==> src/rtl/ps2_keypad_if.sv <==
// PS/2 keypad bundle: raw pin inputs plus decoded key/code/error outputs.
// The slave side is the decoder; the master side drives the pins.
interface ps2_keypad_if #(
  parameter int NUM_KEYS = 5
);
  logic                ps2_clk;
  logic                ps2_data;
  logic [NUM_KEYS-1:0] key_held;
  logic [NUM_KEYS-1:0] key_press;
  logic [NUM_KEYS-1:0] key_release;
  logic                code_valid;
  logic [7:0]          code_data;
  logic                code_ext;
  logic                code_break;
  logic                frame_err;
  logic [7:0]          err_count;

  modport master (
    output ps2_clk, ps2_data,
    input  key_held, key_press, key_release,
    input  code_valid, code_data, code_ext, code_break,
    input  frame_err, err_count
  );

  modport slave (
    input  ps2_clk, ps2_data,
    output key_held, key_press, key_release,
    output code_valid, code_data, code_ext, code_break,
    output frame_err, err_count
  );
endinterface

==> src/rtl/ps2_keypad.sv <==
// PS/2 receiver with frame checking, stall watchdog, E0/F0 prefix
// decode and a parametrised scan-code to key table.
module ps2_keypad #(
  parameter int                    NUM_KEYS    = 5,
  parameter logic [9*NUM_KEYS-1:0] KEY_TABLE   = {9'h05A, 9'h023, 9'h01C,
                                                  9'h01B, 9'h01D},
  parameter int                    CLK_HZ      = 100_000_000,
  parameter int                    TIMEOUT_US  = 2000,
  parameter int                    SYNC_STAGES = 2
) (
  input  logic          clk,
  input  logic          rst,
  ps2_keypad_if.slave   kp
);

  localparam int TO_CYC = CLK_HZ / 1_000_000 * TIMEOUT_US;
  localparam int WW     = $clog2(TO_CYC + 1);
  localparam logic [WW-1:0] TO_LAST = WW'(TO_CYC - 1);

  typedef enum logic [1:0] {
    IDLE, DATA, PARITY, STOP
  } state_t;

  state_t                   state_q;
  logic [SYNC_STAGES-1:0]   cs_q, ds_q;
  logic                     cprev_q;
  logic [7:0]               shift_q;
  logic [2:0]               bit_q;
  logic                     par_ok_q;
  logic                     ext_q, brk_q;
  logic [WW-1:0]            wdog_q;
  logic [NUM_KEYS-1:0]      held_q, press_q, rel_q;
  logic                     cv_q, cext_q, cbrk_q, err_q;
  logic [7:0]               cdata_q, ecnt_q;

  logic                     clk_s, dat_s, fe_d;
  logic                     timeout_d, frame_ok_d, frame_bad_d;
  logic [NUM_KEYS-1:0]      match_d;

  assign clk_s = cs_q[SYNC_STAGES-1];
  assign dat_s = ds_q[SYNC_STAGES-1];
  assign fe_d  = cprev_q & ~clk_s;

  always_comb begin
    timeout_d   = 1'b0;
    frame_ok_d  = 1'b0;
    frame_bad_d = 1'b0;
    match_d     = '0;
    // A falling edge in the expiry cycle still counts as progress.
    if (!fe_d && state_q != IDLE && wdog_q == TO_LAST)
      timeout_d = 1'b1;
    if (fe_d && state_q == STOP) begin
      if (par_ok_q && dat_s) frame_ok_d  = 1'b1;
      else                   frame_bad_d = 1'b1;
    end
    for (int i = 0; i < NUM_KEYS; i++)
      match_d[i] = (KEY_TABLE[9*i +: 9] == {ext_q, shift_q});
  end

  always_ff @(posedge clk) begin
    if (!rst) begin
      state_q  <= IDLE;
      cs_q     <= '1;
      ds_q     <= '1;
      cprev_q  <= 1'b1;
      shift_q  <= '0;
      bit_q    <= '0;
      par_ok_q <= 1'b0;
      ext_q    <= 1'b0;
      brk_q    <= 1'b0;
      wdog_q   <= '0;
      held_q   <= '0;
      press_q  <= '0;
      rel_q    <= '0;
      cv_q     <= 1'b0;
      cext_q   <= 1'b0;
      cbrk_q   <= 1'b0;
      err_q    <= 1'b0;
      cdata_q  <= '0;
      ecnt_q   <= '0;
    end else begin
      cs_q    <= {cs_q[SYNC_STAGES-2:0], kp.ps2_clk};
      ds_q    <= {ds_q[SYNC_STAGES-2:0], kp.ps2_data};
      cprev_q <= clk_s;
      press_q <= '0;
      rel_q   <= '0;
      cv_q    <= 1'b0;
      err_q   <= 1'b0;

      if (state_q == IDLE || fe_d || timeout_d)
        wdog_q <= '0;
      else
        wdog_q <= wdog_q + 1'b1;

      if (timeout_d) begin
        state_q <= IDLE;
      end else if (fe_d) begin
        unique case (state_q)
          IDLE: if (!dat_s) begin
            state_q <= DATA;
            bit_q   <= '0;
          end
          DATA: begin
            shift_q <= {dat_s, shift_q[7:1]};
            bit_q   <= bit_q + 1'b1;
            if (bit_q == 3'd7) state_q <= PARITY;
          end
          PARITY: begin
            par_ok_q <= ^{shift_q, dat_s};
            state_q  <= STOP;
          end
          STOP: state_q <= IDLE;
        endcase
      end

      if (timeout_d || frame_bad_d) begin
        err_q <= 1'b1;
        ext_q <= 1'b0;
        brk_q <= 1'b0;
        if (ecnt_q != 8'hFF) ecnt_q <= ecnt_q + 1'b1;
      end

      if (frame_ok_d) begin
        if (shift_q == 8'hF0) begin
          brk_q <= 1'b1;
        end else if (shift_q == 8'hE0) begin
          ext_q <= 1'b1;
        end else begin
          cv_q    <= 1'b1;
          cdata_q <= shift_q;
          cext_q  <= ext_q;
          cbrk_q  <= brk_q;
          ext_q   <= 1'b0;
          brk_q   <= 1'b0;
          for (int i = 0; i < NUM_KEYS; i++) begin
            if (match_d[i]) begin
              if (!brk_q && !held_q[i]) begin
                held_q[i]  <= 1'b1;
                press_q[i] <= 1'b1;
              end else if (brk_q && held_q[i]) begin
                held_q[i] <= 1'b0;
                rel_q[i]  <= 1'b1;
              end
            end
          end
        end
      end
    end
  end

  assign kp.key_held    = held_q;
  assign kp.key_press   = press_q;
  assign kp.key_release = rel_q;
  assign kp.code_valid  = cv_q;
  assign kp.code_data   = cdata_q;
  assign kp.code_ext    = cext_q;
  assign kp.code_break  = cbrk_q;
  assign kp.frame_err   = err_q;
  assign kp.err_count   = ecnt_q;

endmodule

==> src/flat_wrapper.sv <==
// flat-port wrapper written by rule: the top's interface ports become plain ports
module ps2_keypad_flat 
#(
  parameter int                    NUM_KEYS    = 5,
  parameter logic [9*NUM_KEYS-1:0] KEY_TABLE   = {9'h05A, 9'h023, 9'h01C,
                                                  9'h01B, 9'h01D},
  parameter int                    CLK_HZ      = 100_000_000,
  parameter int                    TIMEOUT_US  = 2000,
  parameter int                    SYNC_STAGES = 2
)
  (clk, rst, kp_ps2_clk, kp_ps2_data, kp_key_held, kp_key_press, kp_key_release, kp_code_valid, kp_code_data, kp_code_ext, kp_code_break, kp_frame_err, kp_err_count);
  ps2_keypad_if #(.NUM_KEYS(NUM_KEYS)) kp_i ();
  input  logic clk;
  input  logic rst;
  input wire logic [$bits(kp_i.ps2_clk)-1:0] kp_ps2_clk;
  input wire logic [$bits(kp_i.ps2_data)-1:0] kp_ps2_data;
  output wire logic [$bits(kp_i.key_held)-1:0] kp_key_held;
  output wire logic [$bits(kp_i.key_press)-1:0] kp_key_press;
  output wire logic [$bits(kp_i.key_release)-1:0] kp_key_release;
  output wire logic [$bits(kp_i.code_valid)-1:0] kp_code_valid;
  output wire logic [$bits(kp_i.code_data)-1:0] kp_code_data;
  output wire logic [$bits(kp_i.code_ext)-1:0] kp_code_ext;
  output wire logic [$bits(kp_i.code_break)-1:0] kp_code_break;
  output wire logic [$bits(kp_i.frame_err)-1:0] kp_frame_err;
  output wire logic [$bits(kp_i.err_count)-1:0] kp_err_count;
  assign kp_i.ps2_clk = kp_ps2_clk;
  assign kp_i.ps2_data = kp_ps2_data;
  assign kp_key_held = kp_i.key_held;
  assign kp_key_press = kp_i.key_press;
  assign kp_key_release = kp_i.key_release;
  assign kp_code_valid = kp_i.code_valid;
  assign kp_code_data = kp_i.code_data;
  assign kp_code_ext = kp_i.code_ext;
  assign kp_code_break = kp_i.code_break;
  assign kp_frame_err = kp_i.frame_err;
  assign kp_err_count = kp_i.err_count;
  ps2_keypad #(.NUM_KEYS(NUM_KEYS), .KEY_TABLE(KEY_TABLE), .CLK_HZ(CLK_HZ), .TIMEOUT_US(TIMEOUT_US), .SYNC_STAGES(SYNC_STAGES)) u_core (.clk(clk), .rst(rst), .kp(kp_i));
endmodule
==> config.mk <==
export PLATFORM = sky130hd
export DESIGN_NAME = ps2_keypad_flat
export DESIGN_NICKNAME = d
export VERILOG_FILES = /design/src/rtl/ps2_keypad_if.sv /design/src/rtl/ps2_keypad.sv /design/src/flat_wrapper.sv
export SDC_FILE = /design/constraint.sdc
export NUM_CORES = 1
export LEC_CHECK = 0
export BUFFER_PORTS_ARGS = -buffer_cell sky130_fd_sc_hd__buf_2
export CORE_MARGIN = 3
export CORE_UTILIZATION = 55
export CTS_CLUSTER_DIAMETER = 50
export DETAILED_ROUTE_END_ITERATION = 7
export PLACE_DENSITY_LB_ADDON = 0.3
export SYNTH_ARGS = -nofsm -noshare
export SYNTH_HDL_FRONTEND = slang
export SYNTH_SLANG_ARGS = --single-unit
==> constraint.sdc <==
create_clock -name clk -period 2.9 [get_ports clk]
set_clock_uncertainty 0.15 [all_clocks]
set_input_delay 0.145 -clock clk [delete_from_list [all_inputs] [get_ports clk]]
set_output_delay 0.145 -clock clk [all_outputs]
set_load 0.005 [all_outputs]
After elaboration in Yosys (flattened, before gate mapping)
Cells that the tools add are included.

cells by class
  add/subtract/negate cells = 3
  bitwise gates (word level) = 12
  eq/ne operators = 15
  multiplexer cells = 40
  reductions and logical operators = 57

operators by type and width
  cell                   number
  $mux 1                 35
  $reduce_or 6->1        5
  $eq 5x9->1 const A     3
  $reduce_and 5->1       5
  $reduce_or 5->1        5
  $add 18x1->18 const B  1
  $eq 18x18->1 const B   1
  $eq 8x8->1 const B     2
  $logic_and 1x1->1      14
  $reduce_bool 2->1      7
  $reduce_and 3->1       4
  $not 1->1              11
  $eq 6x9->1 const A     1
  $eq 7x9->1 const A     1
  $reduce_xor 9->1       1
  $add 8x1->8 const B    1
  $ne 8x8->1 const B     1
  $pmux 2 s4             1
  $logic_not 1->1        7
  $pmux 3 s2             1
  $eq 2x2->1 const B     2
  $mux 2                 2
  $reduce_and 4->1       1
  $reduce_or 2->1        2
  11 further kinds       13

storage, ports and cells
  output and inout port bits = 35
  flip-flop bits (word level) = 74
  word-level logic and storage cells = 158
  input bits = 4

Longest topological paths before layout
  word-level depth = 11
  depth in mapped cells = 7
  mapped depth without buffers = 6

Least setup slack after synthesis
Ideal clock, no wire load.

  path type = register -> register
  start = register u_core.shift_q[5]
  end = register u_core.cdata_q[1], in the netlist u_core.kp.code_data[1]
  library setup time = 0.117 ns
  required time = 2.633 ns
  stages on the path, launching flop included = 7
  setup slack = 0.825 ns
  arrival time = 1.808 ns
  path buffers = 1
  cell sequence = dfxtp_1 or3b_2 nor4b_4 or2b_1 nor2_1 buf_2 a22o_1

on the way
  cells in the longest elaborated chain, start to end = 3
  elaborated cells on any way between the ends = 5
  classes of those cells = eq/ne: 2; bitwise: 2; reduce/logical: 1

RTL lines
  what                                   RTL line                              text
  start: declaration                     ps2_keypad.sv:27                      logic [7:0] shift_q;
  start signal: assignment               ps2_keypad.sv:104                     shift_q <= {dat_s, shift_q[7:1]};
  $eq 8x8->1, on equally long branches   ps2_keypad.sv:124, ps2_keypad.sv:126
  $not 1->1 (no source line)             --
  $reduce_and 3->1 (no source line) (*)  --
  end signal: assignment                 ps2_keypad.sv:130                     cdata_q <= shift_q;
  end: declaration                       ps2_keypad.sv:34                      logic [7:0] cdata_q, ecnt_q;

Every way passes the cells marked *; elsewhere a longest branch is shown, timed or not.
A chain may end at the register's enable or synchronous reset.

Worst setup path after layout
  start = register u_core.wdog_q[11]
  end = register u_core.ecnt_q[4], in the netlist u_core.kp.err_count[4]

on the way
  cells in the longest elaborated chain, start to end = 5

RTL lines
  what                               RTL line           text
  start: declaration                 ps2_keypad.sv:31   logic [WW-1:0] wdog_q;
  start signal: assignment           ps2_keypad.sv:93   wdog_q <= wdog_q + 1'b1;
  $eq 18x18->1                       ps2_keypad.sv:50   if (!fe_d && state_q != IDLE && wdog_q == TO_LAST)
  $logic_and 1x1->1                  ps2_keypad.sv:50
  $mux 1                             ps2_keypad.sv:50
  $logic_or 1x1->1                   ps2_keypad.sv:116  if (timeout_d || frame_bad_d) begin
  $reduce_and 2->1 (no source line)  --
  end signal: assignment             ps2_keypad.sv:120  if (ecnt_q != 8'hFF) ecnt_q <= ecnt_q + 1'b1;
  end: declaration                   ps2_keypad.sv:34

Every way passes these cells.

==> impl_metrics.json <==
{
  "vdd_drop_max_mv": 0.364,
  "top_layer": "met4",
  "internal_power_mw": 1.43,
  "clk_pin_slew_ns": 0.07,
  "final-seq-area_um2": 1480,
  "max_slew_margin_pct": 54.5,
  "crit_arrival_ns": 2.46,
  "hold_viol": 0,
  "grt_max_degree": 25,
  "pwr_density_cell_nw_per_um2": 484,
  "yosysSeqAreaShare_pct": 45.2,
  "hpwl_um": 4330,
  "syn-cell-area_um2": 3280,
  "ys_ff_latch": 74,
  "finalMaxSlewViolations": 0,
  "synthCells": 352,
  "track_usage_pct": 18.7,
  "power.switching_mw": 0.394,
  "drtIter0Drc": 157,
  "root_buffer": "clkbuf_8",
  "post_cts_buffers": 0,
  "tightest_slew_ns": 0.680,
  "async_flop_share_pct": 0,
  "fmax_ghz": 0.430,
  "fin_nets": 415,
  "wl_per_cell_um": 13.2,
  "synth.net_count": 374,
  "hold_path_class": "reg -> reg",
  "num_rows": 27,
  "cap_violations": 0,
  "drive_above_1_share_pct": 16.6,
  "power_leakage_nw": 1.48,
  "clock_latency_ns": 0.35,
  "seqPwrFrac_pct": 56.0,
  "synth_edf_count": 0,
  "yosysUniqueCellTypes": 51,
  "min_period_ns": 2.33,
  "multiInputGateArea_um2": 1680,
  "crit_required_ns": 3.03,
  "finalCritPeriodShare_pct": 80.3,
  "place_ws_ns": 0.581,
  "cts_tree": "yes",
  "ys.flop_type": "dfxtp_1",
  "syn_avg_cell_area_um2": 9.32,
  "clock_sinks": 74,
  "start_util_pct": 58.1,
  "die_area_um2": 6920,
  "swShare_pct": 21.7,
  "cp_max_fo": 15,
  "end_kind": "register",
  "htreeDepth": 3,
  "wl_met1_um": 2810,
  "setup_slack_ns": 0.572,
  "syn2layout_area_growth_pct": 14.7,
  "port_buffers": 38,
  "grt_pass1_vias": 2419,
  "outcome": "completed",
  "antenna_found_initial": 0,
  "drc": 0,
  "wl_met3_um": 374,
  "cp-start-kind": "register",
  "die_y_um": 83.2,
  "via_count": 2585,
  "post-route-util_pct": 66.7,
  "n_fill_cell": 479,
  "vias_per_cell": 5.50,
  "ioPinCount": 39,
  "cts_buffers": 9,
  "die_width_um": 83.2,
  "coreArea_um2": 5640,
  "final_cell_mix": "dfxtp_1 (74), buf_2 (38), nor2_1 (36)",
  "combPwrFrac_pct": 1.9,
  "antenna_left": 0,
  "fin_hold_ws_ns": 0.270,
  "yosys_warnings": 0,
  "finalSetupViolCount": 0,
  "gp_congestion": 0.835,
  "wl_um": 6210,
  "final_common_cell": "dfxtp_1",
  "firstDrtPassIters": 4,
  "overflow": 0,
  "setup-tns-final_ns": 0,
  "cts.path.max_buffers": 2,
  "antenna_cells": 0,
  "critPathKind": "reg -> reg",
  "power.share.clock_pct": 42.0,
  "rsz0062_at_grt": "false",
  "wl_met2_um": 2950,
  "grt_pass1_wl_um": 10700
}
[layout make-up]
class,count,area share [%]
Clock buffer,9,3.29
Clock inverter,7,1.86
Inverter,15,1.50
Multi-Input combinational cell,247,44.6
Sequential cell,74,39.4
Tap cell,72,2.39
Timing Repair Buffer,46,6.98
[power by group through the flow]
stage / combinational, mW / sequential, mW / clock [mW]
after global placement: 0.0296 / 1.04 / 0
after global routing: 0.0389 / 1.02 / 0.843
after floorplan: 0.0227 / 1.04 / 0
final: 0.0350 / 1.02 / 0.766
after CTS: 0.0350 / 1.02 / 0.790
after detailed placement: 0.0299 / 1.04 / 0
[metal layers]
layer	GRT usage [%]	up-vias
met1	21.7	1198
li1	-	1309
met3	6.45	9
met5	0	-
met4	6.69	0
met2	31.9	69
[state kept, by name, indices dropped and copies added, names as in the netlist, 2 cells and up]
name and count:
u_core.ds_q 2, u_core.kp.key_release 5, u_core.cs_q 2, u_core.kp.err_count 8, u_core.shift_q 8, u_core.bit_q 3
u_core.kp.key_press 5, u_core.wdog_q 18, u_core.kp.code_data 8, u_core.state_q 2, u_core.kp.key_held 5
[metrics by stage]
stage / power, mW / area (um^2) / std cells
after detailed placement: 1.07 / 3520 / 449
final: 1.82 / 3760 / 470
after global routing: 1.90 / 3760 / 470
after CTS: 1.85 / 3760 / 470
after floorplan: 1.07 / 3280 / 352
after global placement: 1.07 / 3520 / 449
[timing repair]
action / CTS / global route
hold buffers: 5 / 0
hold endpoints to repair: 5 / 0
resized for setup: 0 / 0
[logic make-up (layout without fill, tap and decap cells)]
family / Yosys count / count (layout) / synth area share, %
AND/OR/NAND/NOR: 156 / 156 / 26.6
flip-flops: 74 / 74 / 45.2
AO/OA/AOI/OAI: 43 / 43 / 9.04
buffers and inverters: 31 / 77 / 3.66
XOR/XNOR: 23 / 23 / 6.56
adder cells (fa/ha/maj): 18 / 18 / 6.87
multiplexers: 7 / 7 / 2.14
[cell usage after synthesis, drive strengths merged (2+ instances only)]
master   n  area, um^2
a21oi   16        80.1
a22o    10        87.6
a32oi    2        17.5
and2     3        18.8
and3     6        37.5
and3b    4        35.0
and4     3        27.5
buf      3        15.0
clkbuf  13        48.8
dfxtp   74        1480
ha      18         225
inv     15        56.3
mux2i    7        70.1
nand2   29         109
nand2b   9        56.3
nand3   19        95.1
nand4    5        31.3
nor2    36         135
nor2b    4        25.0
nor3    13        65.1
nor3b    2        15.0
nor4     2        27.5
nor4b    2        32.5
nor4bb   2        20.0
o21ai    5        25.0
o41ai    3        26.3
or3      5        33.8
or4      4        30.0
xnor2   18         158
xor2     4        35.0
[worst paths after layout]
kind	endpoint	start	slack (ns)	cells after the start
hold / removal	u_core.ds_q[1]$_SDFF_PN1_	u_core.ds_q[0]$_SDFF_PN1_	0.27	1
hold reg to reg	u_core.ds_q[1]$_SDFF_PN1_	u_core.ds_q[0]$_SDFF_PN1_	0.27	1
setup / recovery	u_core.kp.err_count[4]$_SDFFE_PN0P_	u_core.wdog_q[11]$_SDFF_PP0_	0.57	5
setup reg to reg	u_core.kp.err_count[4]$_SDFFE_PN0P_	u_core.wdog_q[11]$_SDFF_PP0_	0.57	5
[critical path, stage by stage, from the launching register on]
cell	delay (ns)
dfxtp_1	0.41
or4b_4	0.50
nor4_4	0.18
a31oi_2	0.31
or4_1	0.58
a21oi_1	0.15
Power figures use the tool's default switching activity.
